$ cat src/rtl/unidad_de_detencion.sv
// Pipeline interlock: load-use bubbles, data-memory wait freeze with timeout,
// EXE branch squash, and a saturating stall-cycle counter.
module unidad_de_detencion #(
  parameter int unsigned REG_W       = 4,
  parameter int unsigned MEM_TIMEOUT = 15,
  parameter int unsigned CNT_W       = 16
) (
  input  logic             clk,
  input  logic             rst,
  input  logic [REG_W-1:0] rp_dec,
  input  logic [REG_W-1:0] rs_dec,
  input  logic             usa_rp_dec,
  input  logic             usa_rs_dec,
  input  logic [REG_W-1:0] rg_exe,
  input  logic             carga_exe,
  input  logic             prohib_exe,
  input  logic             mem_req,
  input  logic             mem_ready,
  input  logic             salto_exe,
  output logic             stall_pc,
  output logic             stall_if_id,
  output logic             burbuja_id_exe,
  output logic             flush_if_id,
  output logic             stall_back,
  output logic             mem_timeout,
  output logic [CNT_W-1:0] stall_cnt
);

  localparam int unsigned WAIT_W = $clog2(MEM_TIMEOUT + 1);

  typedef enum logic [1:0] {
    IDLE     = 2'd0,
    MEM_WAIT = 2'd1,
    ERROR    = 2'd2
  } state_t;

  state_t              state, state_nxt;
  logic [WAIT_W-1:0]   wait_cnt, wait_cnt_nxt;
  logic                mw;
  logic                lu;

  assign mw = mem_req & ~mem_ready;
  assign lu = carga_exe & ~prohib_exe &
              ((usa_rp_dec & (rp_dec == rg_exe)) | (usa_rs_dec & (rs_dec == rg_exe)));

  // Next-state logic and same-cycle control decode
  always_comb begin
    state_nxt      = state;
    wait_cnt_nxt   = wait_cnt;
    stall_pc       = 1'b0;
    stall_if_id    = 1'b0;
    burbuja_id_exe = 1'b0;
    flush_if_id    = 1'b0;
    stall_back     = 1'b0;

    case (state)
      IDLE: begin
        if (mw) begin
          state_nxt    = MEM_WAIT;
          wait_cnt_nxt = WAIT_W'(1);
        end
      end
      MEM_WAIT: begin
        if (mw) begin
          if (wait_cnt == WAIT_W'(MEM_TIMEOUT)) begin
            state_nxt = ERROR;
          end else begin
            wait_cnt_nxt = WAIT_W'(wait_cnt + 1'b1);
          end
        end else begin
          state_nxt    = IDLE;
          wait_cnt_nxt = '0;
        end
      end
      ERROR:   state_nxt = ERROR;
      default: begin
        state_nxt    = IDLE;
        wait_cnt_nxt = '0;
      end
    endcase

    // A frozen pipe defers branch and load-use handling until it moves again
    if (rst) begin
      stall_pc = 1'b0;
    end else if ((state == ERROR) || mw) begin
      stall_pc    = 1'b1;
      stall_if_id = 1'b1;
      stall_back  = 1'b1;
    end else if (salto_exe) begin
      flush_if_id    = 1'b1;
      burbuja_id_exe = 1'b1;
    end else if (lu) begin
      stall_pc       = 1'b1;
      stall_if_id    = 1'b1;
      burbuja_id_exe = 1'b1;
    end
  end

  // State, wait counter, sticky timeout flag and performance counter
  always_ff @(posedge clk) begin
    if (rst) begin
      state       <= IDLE;
      wait_cnt    <= '0;
      mem_timeout <= 1'b0;
      stall_cnt   <= '0;
    end else begin
      state       <= state_nxt;
      wait_cnt    <= wait_cnt_nxt;
      mem_timeout <= mem_timeout | (state_nxt == ERROR);
      if (stall_pc && (stall_cnt != {CNT_W{1'b1}})) begin
        stall_cnt <= CNT_W'(stall_cnt + 1'b1);
      end
    end
  end

endmodule

$ cat config.mk
export PLATFORM = sky130hd
export DESIGN_NAME = unidad_de_detencion
export DESIGN_NICKNAME = d
export VERILOG_FILES = /design/src/rtl/unidad_de_detencion.sv
export SDC_FILE = /design/constraint.sdc
export NUM_CORES = 1
export LEC_CHECK = 0
export BUFFER_PORTS_ARGS = -buffer_cell sky130_fd_sc_hd__buf_2
export CAP_MARGIN = 20
export CORE_MARGIN = 2
export CORE_UTILIZATION = 58
export CTS_BUF_LIST = sky130_fd_sc_hd__clkbuf_8
export DETAILED_ROUTE_END_ITERATION = 6
export GPL_TIMING_DRIVEN = 0
export PLACE_DENSITY = 0.92
export SETUP_SLACK_MARGIN = 0.1
export SYNTH_ARGS = -nofsm -noshare
export SYNTH_HDL_FRONTEND = slang
export SYNTH_SLANG_ARGS = --single-unit
$ cat constraint.sdc
create_clock -name clk -period 3.81 [get_ports clk]
set_input_delay 0 -clock clk [delete_from_list [all_inputs] [get_ports clk]]
set_output_delay 0 -clock clk [all_outputs]
set_load 0.02 [all_outputs]
=== Yosys cells after proc, flatten, opt, wreduce, memory -nomap -nowiden ===
Index checks and enable logic that the tools add are counted.

* Output and inout bits: 22
* Input port bits: 21
* Bits in registers: 23
* Word-level logic and storage cells: 49

* Equality and inequality tests: 9
* Mux-type cells: 20
* Bitwise gates (word level): 10
* $add $sub $neg: 2
* Reduce and logical (&&, ||, !) cells: 4

{| class="wikitable"
|+ Operator list
! cell !! number
|-
| $add A16 B1 Y16 const B || 1
|-
| $ne A16 B16 Y1 const B || 1
|-
| $mux W1 || 12
|-
| $mux W4 || 3
|-
| $pmux W4 S3 || 1
|-
| $eq A4 B4 Y1 || 2
|-
| $mux W2 || 3
|-
| $pmux W2 S3 || 1
|-
| $and A1 B1 Y1 || 5
|-
| $add A4 B1 Y4 const B || 1
|-
| $eq A2 B2 Y1 const B || 2
|-
| $eq A4 B4 Y1 const B || 1
|-
| $ne A3 B3 Y1 const B || 1
|-
| $not A1 Y1 || 3
|-
| $reduce_and A3 Y1 || 1
|-
| $eq A2 B1 Y1 const B || 1
|-
| $logic_not A2 Y1 || 1
|-
| $ne A2 B2 Y1 const B || 1
|-
| $or A1 B1 Y1 || 2
|-
| $logic_and A1 B1 Y1 || 1
|-
| $logic_or A1 B1 Y1 || 1
|}

=== Depth between registers and ports, before layout ===
Gate-level depths: netlist (run 1).

* Depth after elaboration: 9
* Depth in mapped cells: 7

=== Worst setup path before layout (run 1) ===
OpenSTA, ideal clock, no wires.

* Path type: register -> register
* Start point: register stall_cnt[0]
* End point: register stall_cnt[15]
* Arrival time: 1.926 ns
* Buffers on the path: 0
* Setup time: 0.121 ns
* Clock period less this slack: 2.047 ns
* Cell stages (with the launch flop): 7
* Slack: 1.763 ns
* Cells stage by stage: dfxtp_1 > ha_1 > nand3_1 > or4_4 > nand3_2 > a211oi_1 > mux2_4

* Word-level cells in the longest chain between the ends: 2
* Elaborated cells between the ends (all ways): 3
* Classes of those cells: add/sub: 1; eq/ne: 1; reduce/logical: 1

{| class="wikitable"
|+ Ends and longest elaborated chain
! item !! line !! text
|-
| from (decl) || 26 || <nowiki>output logic [CNT_W-1:0] stall_cnt</nowiki>
|-
| from (signal assigned) || 111 || <nowiki>stall_cnt <= CNT_W'(stall_cnt + 1'b1);</nowiki>
|-
| branches (longest 2 deep; another with $add A16 B1 Y16) || - ||
|}

Parallel ways; which one is timed is not known.
A chain may end at the register's enable or synchronous reset.

=== Worst setup path after layout (run 1) ===
* Start point: register state[0]
* End point: output port stall_pc

* Word-level cells in the longest chain between the ends: 4

{| class="wikitable"
|+ Ends and longest elaborated chain
! item !! line !! text
|-
| from (decl) || 37 || <nowiki>state_t state, state_nxt;</nowiki>
|-
| from (signal assigned) || 107 || <nowiki>state <= state_nxt;</nowiki>
|-
| $eq A2 B2 Y1 || 85 || <nowiki>end else if ((state == ERROR) || mw) begin</nowiki>
|-
| $logic_or A1 B1 Y1 || 85 ||
|-
| $mux W1 || 85 ||
|-
| $mux W1 || 83 || <nowiki>if (rst) begin</nowiki>
|-
| to (decl) || 20 || <nowiki>output logic stall_pc,</nowiki>
|}

No other way between the ends.

==> impl_metrics.py, run 1 <==
metrics = {
    "route": {
        "ratio_of_routed_vias_to_standard_cells": 6.14,
        "antenna_violating_nets_post_route": 0,
        "drt-pass1-iter-count": 4,
        "totalWireLength_mm": 3.79,
        "dr_total_vias": 1621,
        "detailedRoute.firstIterationViolations": 62,
        "drt-wirelength-per-cell_um": 14.4,
        "post-route-drc-count": 0,
    },
    "finish": {
        "finish.net_count": 258,
        "num_antenna_cells": 0,
        "drive_above_1_share_pct": 25.6,
        "flow.area_growth_from_synthesis_pct": 19.3,
        "final_area_um2": 1820,
    },
    "sta": {
        "finalHoldViolCount": 0,
        "period_share_pct": 57.1,
        "slew_headroom_pct": 58.0,
        "final-setup-viol-count": 0,
        "worst_clock_skew_ns": 0.00343,
        "drv_slew": 0,
        "period_needed_ns": 2.17,
        "max_slew.worst_pin.slew_ns": 0.628,
        "rsz0062_at_grt": "false",
        "max_freq_mhz": 460,
        "summed_negative_setup_slack_over_all_endpoints_ns": 0,
        "finalHoldWorstSlack_ns": 0.0372,
    },
    "clocking": {
        "cts.sink_count": 23,
        "cts_max_level": 1,
        "post_cts_resized": 0,
        "tritoncts.num_buffers": 3,
        "cts_tree": "done",
        "cts_root_buf": "sky130_fd_sc_hd__clkbuf_8",
        "clock_tree.buffer_depth": 2,
        "post-cts-setup-buffer-count": 0,
        "clock_insertion_delay_worst_skew_ns": 0.27,
        "holdBufCountCts": 0,
        "cts.reportedPaths.clkPinSlew_ns": 0.08,
    },
    "grt": {
        "busiest_layer": "met2",
        "first_pass_grt_wire_length_mm": 6.59,
        "grt_remaining_overflow": 0,
        "groute.usage.overall_pct": 26.0,
        "met3_usage_pct": 5.39,
        "gr-usage-met2_pct": 41.7,
        "first_global_vias": 1525,
        "grt_antenna_before_repair": 0,
        "maximum_number_of_pins_on_one_net_before_global_route_repair": 14,
        "groute.layer.met1.usage_pct": 32.9,
    },
    "floorplanning": {
        "chipHeight_um": 55.3,
        "chipWidth_um": 55.3,
        "die-area_um2": 3050,
        "io_pins": 43,
        "coreArea_um2": 2480,
        "initial_util_pct": 61.5,
        "rows": 18,
    },
    "placement": {
        "buffer_ports.inserted": 42,
        "finalWeightedCongestion": 0.866,
        "dp_hpwl_mm": 2.72,
        "detailed_place.area_um2": 1770,
    },
    "pwr": {
        "total_leakage_power_nw": 0.745,
        "power.total_mw": 0.490,
        "ir_worst_vdd_mv": 0.306,
        "pwr_density_cell_nw_per_um2": 269,
    },
    "logic_synthesis": {
        "synth_top_cells_by_area": "sky130_fd_sc_hd__dfxtp_1 30%, sky130_fd_sc_hd__nand3_1 6.6%, sky130_fd_sc_hd__nor2b_1 4.9%",
        "synthDominantCellAreaShare_pct": 30.2,
        "synth_edf_count": 0,
        "syn-instance-count": 188,
        "synth_top_flop_cell": "sky130_fd_sc_hd__dfxtp_1",
        "synth_largest_area_cell": "sky130_fd_sc_hd__dfxtp_1",
        "yosys_register_bits": 23,
        "synthMostInstantiatedCell": "sky130_fd_sc_hd__dfxtp_1",
        "synth_seq_area_share_pct": 30.2,
        "synth_cell_type_count": 44,
        "ys_async_sr_fraction_pct": 0,
        "top_cells_by_count_synth": "23 x sky130_fd_sc_hd__dfxtp_1, 20 x sky130_fd_sc_hd__nand3_1, 17 x sky130_fd_sc_hd__nor2_1",
        "yosys_warnings": 0,
        "syn_avg_cell_area_um2": 8.11,
        "nets_in_the_synthesized_netlist": 211,
        "syn_area_um2": 1520,
    },
    "worst_setup_path": {
        "cp-start-kind": "flop",
        "worstSetupEndpointType": "primary output",
        "path_max_fanout": 10,
        "critical_path_required_ns": 3.81,
        "crit_arrival_ns": 2.17,
        "worstSetupPathType": "reg2out",
    },
    "min_path": {
        "hold_path_class": "in2reg",
    },
    "job": {
        "timing.max_cap.violations": 0,
    },
    "outcome": {
        "result_of_the_run": "complete, no violations",
    },
}
[logic make-up (layout without fill, tap and decap cells)]
logic type | Yosys count | count (layout) | synth area share [%]
simple gates | 84 | 84 | 32.3
compound gates | 43 | 43 | 19.5
flops | 23 | 23 | 30.2
buf+inv | 20 | 66 | 5.34
xor+xnor | 8 | 8 | 4.60
mux | 8 | 8 | 6.32
fa+ha+maj | 2 | 2 | 1.64
[final cells by class]
| cell class | count | area [um^2] |
|---|---|---|
| Sequential cell | 23 | 460 |
| Clock inverter | 1 | 5.00 |
| Clock buffer | 3 | 41.3 |
| Multi-Input combinational cell | 145 | 982 |
| Timing Repair Buffer | 42 | 210 |
| Fill cell | 196 | 659 |
| Buffer | 10 | 43.8 |
| Inverter | 10 | 37.5 |
| Tap cell | 30 | 37.5 |
[registers in the layout, summed over array words and instances (netlist names)]
name	count
stall_cnt	16
wait_cnt	4
mem_timeout	1
state	2
[stage by stage]
| step | cells | utilization, % | worst slack, ns |
|---|---|---|---|
| 6_report | 264 | 73.4 | 1.64 |
| 3_5_place_dp | 260 | 71.5 | 1.70 |
| 3_3_place_gp | 260 | 71.5 | 1.73 |
| 2_1_floorplan | 188 | - | 1.76 |
| 4_1_cts | 264 | 73.4 | 1.69 |
| 5_1_grt | 264 | 73.4 | 1.47 |
[placed cells by master (no fill, tap or decap), types with 2 or more instances in the layout]
master                      synthesis  final
sky130_fd_sc_hd__or2_2              2      2
sky130_fd_sc_hd__or3_1              3      3
sky130_fd_sc_hd__a21oi_1           12     12
sky130_fd_sc_hd__mux2_1             5      5
sky130_fd_sc_hd__nand4_1            5      5
sky130_fd_sc_hd__nand3_1           20     20
sky130_fd_sc_hd__a2111o_1           5      5
sky130_fd_sc_hd__inv_1              9      9
sky130_fd_sc_hd__nor2b_1           12     12
sky130_fd_sc_hd__nor3b_1            2      2
sky130_fd_sc_hd__clkbuf_8           0      3
sky130_fd_sc_hd__ha_1               2      2
sky130_fd_sc_hd__nor2_1            17     17
sky130_fd_sc_hd__a2111oi_0          3      3
sky130_fd_sc_hd__nand2_1            9      9
sky130_fd_sc_hd__nand2b_1           2      2
sky130_fd_sc_hd__mux2_4             2      2
sky130_fd_sc_hd__buf_2              2     44
sky130_fd_sc_hd__dfxtp_1           23     23
sky130_fd_sc_hd__clkbuf_1           7      7
sky130_fd_sc_hd__a211oi_1           6      6
sky130_fd_sc_hd__xnor2_1            8      8
sky130_fd_sc_hd__o21ai_0           10     10
[where the power goes]
part           internal, mW  switching [mW]  leakage (nW)
clock network        0.0732          0.0821        0.0255
logic                0.0321          0.0460         0.534
registers             0.246          0.0100         0.186
[worst max-delay path, stage by stage, from the launching register on]
cell                       delay (ns)
sky130_fd_sc_hd__dfxtp_1         0.47
sky130_fd_sc_hd__nor2b_1         0.11
sky130_fd_sc_hd__a21oi_1         0.18
sky130_fd_sc_hd__buf_2           0.26
sky130_fd_sc_hd__clkbuf_1        0.41
sky130_fd_sc_hd__a21oi_1         0.16
sky130_fd_sc_hd__buf_4           0.16
sky130_fd_sc_hd__buf_2           0.15
[final timing paths]
check	from	to	slack, ns	cells after the start
worst max-delay path	state[0]$_SDFF_PP0_	stall_pc	1.64	7
worst min-delay path	mem_req	state[0]$_SDFF_PP0_	0.04	3
worst max register to register	stall_cnt[0]$_SDFFE_PP0P_	stall_cnt[7]$_SDFFE_PP0P_	1.66	6
worst min register to register	mem_timeout$_SDFF_PP0_	mem_timeout$_SDFF_PP0_	0.45	2
[metal layers]
| layer | up-vias | routed length (um) |
|---|---|---|
| met5 | - | 0 |
| met4 | 0 | 79 |
| met3 | 9 | 307 |
| met2 | 81 | 1690 |
| met1 | 748 | 1720 |
| li1 | 783 | - |
Power figures use the tool's default switching activity.
==> inputs of run 2 (changes only) <==
Settings changed: ABC_AREA from default to 1, CORE_UTILIZATION 58 to 54, PLACE_DENSITY 0.92 to 0.86.
Clock period 3.81 ns to 2.2 ns, I/O delays scaled along.
==> impl_metrics.py, run 2 <==
metrics = {
    "worst_setup_path": {
        "worstSetupPathType": "reg2reg",
        "path_max_fanout": 9,
        "crit_arrival_ns": 1.94,
        "crit_family": "simple AND/OR/NAND/NOR gates",
        "cp_num_buf_inv": 1,
        "crit_chain": "ha_1 > nand2_1 > nor2_2 > nand3_2 > clkinv_2 > nand2_4 > nand2_2 > nand2_1 > a21oi_2",
        "largest_stage_delay_worst_path_ns": 0.43,
        "crit_path_top_delay_cell": "sky130_fd_sc_hd__dfxtp_1",
        "timing.critical_path.mode_cell": "sky130_fd_sc_hd__nand2_1",
        "cp-start-kind": "flop",
        "critical_path_required_ns": 2.40,
        "worstSetupEndpointType": "flop",
    },
    "sta": {
        "summed_negative_setup_slack_over_all_endpoints_ns": 0,
        "max_slew.worst_pin.slew_ns": 0.727,
        "finalHoldViolCount": 0,
        "worst_clock_skew_ns": 0.00855,
        "slew_headroom_pct": 51.5,
        "drv_slew": 0,
        "max_freq_mhz": 576,
        "period_share_pct": 78.9,
        "worst_setup_slack_after_layout_ns": 0.464,
        "final-setup-viol-count": 0,
        "rsz0062_at_grt": "false",
        "period_needed_ns": 1.74,
    },
    "logic_synthesis": {
        "synth_cell_type_count": 30,
        "post_synth_xor_xnor_area_pct": 5.47,
        "synth_top_family_by_area": "simple AND/OR/NAND/NOR gates",
        "synth_largest_area_cell": "sky130_fd_sc_hd__dfxtp_1",
        "synthMostInstantiatedCell": "sky130_fd_sc_hd__nand2_1",
        "yosys_register_bits": 23,
        "synth_seq_area_share_pct": 28.7,
        "yosys_warnings": 0,
        "synthMuxAreaShare_pct": 0,
        "syn_avg_cell_area_um2": 6.90,
        "syn-instance-count": 232,
        "synth_edf_count": 0,
        "synth_compound_area_share_pct": 12.4,
        "top_cells_by_count_synth": "51 x sky130_fd_sc_hd__nand2_1, 34 x sky130_fd_sc_hd__nor2_1, 30 x sky130_fd_sc_hd__inv_1",
        "nets_in_the_synthesized_netlist": 255,
        "synthDominantCellAreaShare_pct": 28.8,
        "syn_area_um2": 1600,
        "post_synth_and_or_nand_nor_area_fraction_pct": 40.5,
        "synth_top_flop_cell": "sky130_fd_sc_hd__dfxtp_1",
        "synth_top_cells_by_area": "sky130_fd_sc_hd__dfxtp_1 29%, sky130_fd_sc_hd__nand2_1 12%, sky130_fd_sc_hd__nor2_1 8.0%",
        "ys_async_sr_fraction_pct": 0,
        "synth_adder_area_share_pct": 1.56,
    },
    "pwr": {
        "power.total_mw": 0.803,
        "netSwitchingFraction_pct": 26.4,
        "pwr_density_cell_nw_per_um2": 424,
        "internal_power_mw": 0.591,
        "seq_power_share_pct": 53.2,
        "ir_worst_vdd_mv": 0.467,
        "switching_power_mw": 0.212,
        "share_clk_of_total_power_pct": 32.8,
        "p_comb_share_pct": 14.0,
        "total_leakage_power_nw": 0.891,
    },
    "route": {
        "ratio_of_routed_vias_to_standard_cells": 5.04,
        "antenna_violating_nets_post_route": 0,
        "drt-wirelength-per-cell_um": 10.8,
        "totalWireLength_mm": 3.34,
        "drt-pass1-iter-count": 4,
        "dr_total_vias": 1556,
        "post-route-drc-count": 0,
        "detailedRoute.firstIterationViolations": 92,
    },
    "floorplanning": {
        "initial_util_pct": 57.6,
        "coreArea_um2": 2780,
        "rows": 19,
        "chipWidth_um": 58.5,
        "die-area_um2": 3420,
        "io_pins": 43,
        "chipHeight_um": 58.5,
    },
    "finish": {
        "max_flop_register": "stall_cnt",
        "finish.net_count": 302,
        "final_core_util_pct": 68.2,
        "multi_input_area_um2": 960,
        "largestRegisters": "stall_cnt: 16 flops, wait_cnt: 4 flops, state: 2 flops",
        "largest_register_ffs": 16,
        "mostFrequentLayoutCell": "sky130_fd_sc_hd__nand2_1",
        "seqCellArea_um2": 460,
        "flow.area_growth_from_synthesis_pct": 18.4,
        "drive_above_1_share_pct": 32.0,
        "filler_cell_count": 241,
        "layout.cells.most_common_list": "51 x sky130_fd_sc_hd__nand2_1, 42 x sky130_fd_sc_hd__buf_2, 34 x sky130_fd_sc_hd__nor2_1",
        "num_antenna_cells": 0,
    },
    "clocking": {
        "clock_insertion_delay_worst_skew_ns": 0.27,
        "cts_tree": "done",
        "cts_max_level": 1,
        "cts.reportedPaths.clkPinSlew_ns": 0.09,
        "cts_root_buf": "sky130_fd_sc_hd__clkbuf_8",
        "post_cts_resized": 0,
        "cts.sink_count": 23,
        "post-cts-setup-buffer-count": 0,
        "holdBufCountCts": 0,
        "tritoncts.num_buffers": 3,
        "clock_tree.buffer_depth": 2,
    },
    "job": {
        "timing.max_cap.violations": 0,
    },
    "grt": {
        "groute.usage.overall_pct": 21.7,
        "first_pass_grt_wire_length_mm": 5.89,
        "first_global_vias": 1400,
        "grt_remaining_overflow": 0,
        "maximum_number_of_pins_on_one_net_before_global_route_repair": 13,
        "grt_antenna_before_repair": 0,
    },
    "placement": {
        "place_worst_setup_slack_ns": 0.472,
        "dp_hpwl_mm": 2.62,
        "finalWeightedCongestion": 0.855,
        "buffer_ports.inserted": 42,
    },
    "outcome": {
        "result_of_the_run": "complete, no violations",
    },
    "min_path": {
        "hold_path_class": "in2reg",
    },
}
==> run 2: cell types whose count changed in the layout (fill, tap and decap cells not counted), sizes merged, moves of 7 or more <==
| cell | before | now |
|---|---|---|
| nand2 | 9 | 54 |
| nor2b | 12 | 0 |
| mux2 | 7 | 0 |
| nor2 | 17 | 37 |
| nor3 | 0 | 9 |
| inv | 10 | 35 |
| xor2 | 0 | 7 |
==> run 2: worst paths after layout <==
check / from / depth (start not counted) / slack [ns] / to
setup / recovery: stall_cnt[0]$_SDFFE_PP0P_ / 9 / 0.46 / stall_cnt[8]$_SDFFE_PP0P_
hold / removal: rst / 2 / 0.03 / state[0]$_SDFF_PP0_
setup reg to reg: stall_cnt[0]$_SDFFE_PP0P_ / 9 / 0.46 / stall_cnt[8]$_SDFFE_PP0P_
hold reg to reg: mem_timeout$_SDFF_PP0_ / 2 / 0.47 / mem_timeout$_SDFF_PP0_
==> run 2: kinds of logic (layout without fill, tap and decap cells) <==
| kind of cell | Yosys count | in the layout |
|---|---|---|
| and+or+nand+nor | 129 | 129 |
| buffers and inverters | 41 | 87 |
| AOI/OAI and AO/OA | 27 | 27 |
| DFF | 23 | 23 |
| xor gates and xnor gates | 10 | 10 |
| adders and majority gates | 2 | 2 |
==> run 2: stage by stage <==
step                      hold slack, ns  cell area (um^2)  cells
final                             0.0298              1900    309
after global routing              0.0421              1900    309
after CTS                         0.0272              1900    309
after detailed placement           0.309              1850    305
after global placement             0.291              1850    305
after floorplan                   0.0362              1600    232
==> run 2: metal layers <==
layer	share of wire (%)	global-route usage (%)	up-vias
met5	0	0	-
met4	0.78	5.65	0
met3	5.2	5.05	5
met2	49	40.6	32
met1	45	24.5	696
li1	-	-	823
==> run 2: worst reg2reg max path, delay by kind of cell (launching register included) <==
family	cells	cell delay, ns
compound gates	1	0.12
flops	1	0.43
fa+ha+maj	1	0.23
buf+inv	1	0.09
simple gates	6	0.80
==> run 2: final cells by class <==
cell class	count	share of cell area, %
Buffer	6	2.57
Clock buffer	3	2.18
Clock inverter	1	0.198
Inverter	35	7.00
Multi-Input combinational cell	168	50.6
Sequential cell	23	24.3
Tap cell	31	2.05
Timing Repair Buffer	42	11.1
==> run 2: power groups by stage <==
stage | sequential [mW] | combinational (mW) | clock [mW]
2_1_floorplan | 0.437 | 0.0720 | 0
3_3_place_gp | 0.436 | 0.110 | 0
3_5_place_dp | 0.437 | 0.113 | 0
4_1_cts | 0.427 | 0.113 | 0.265
5_1_grt | 0.428 | 0.127 | 0.286
6_report | 0.427 | 0.112 | 0.264
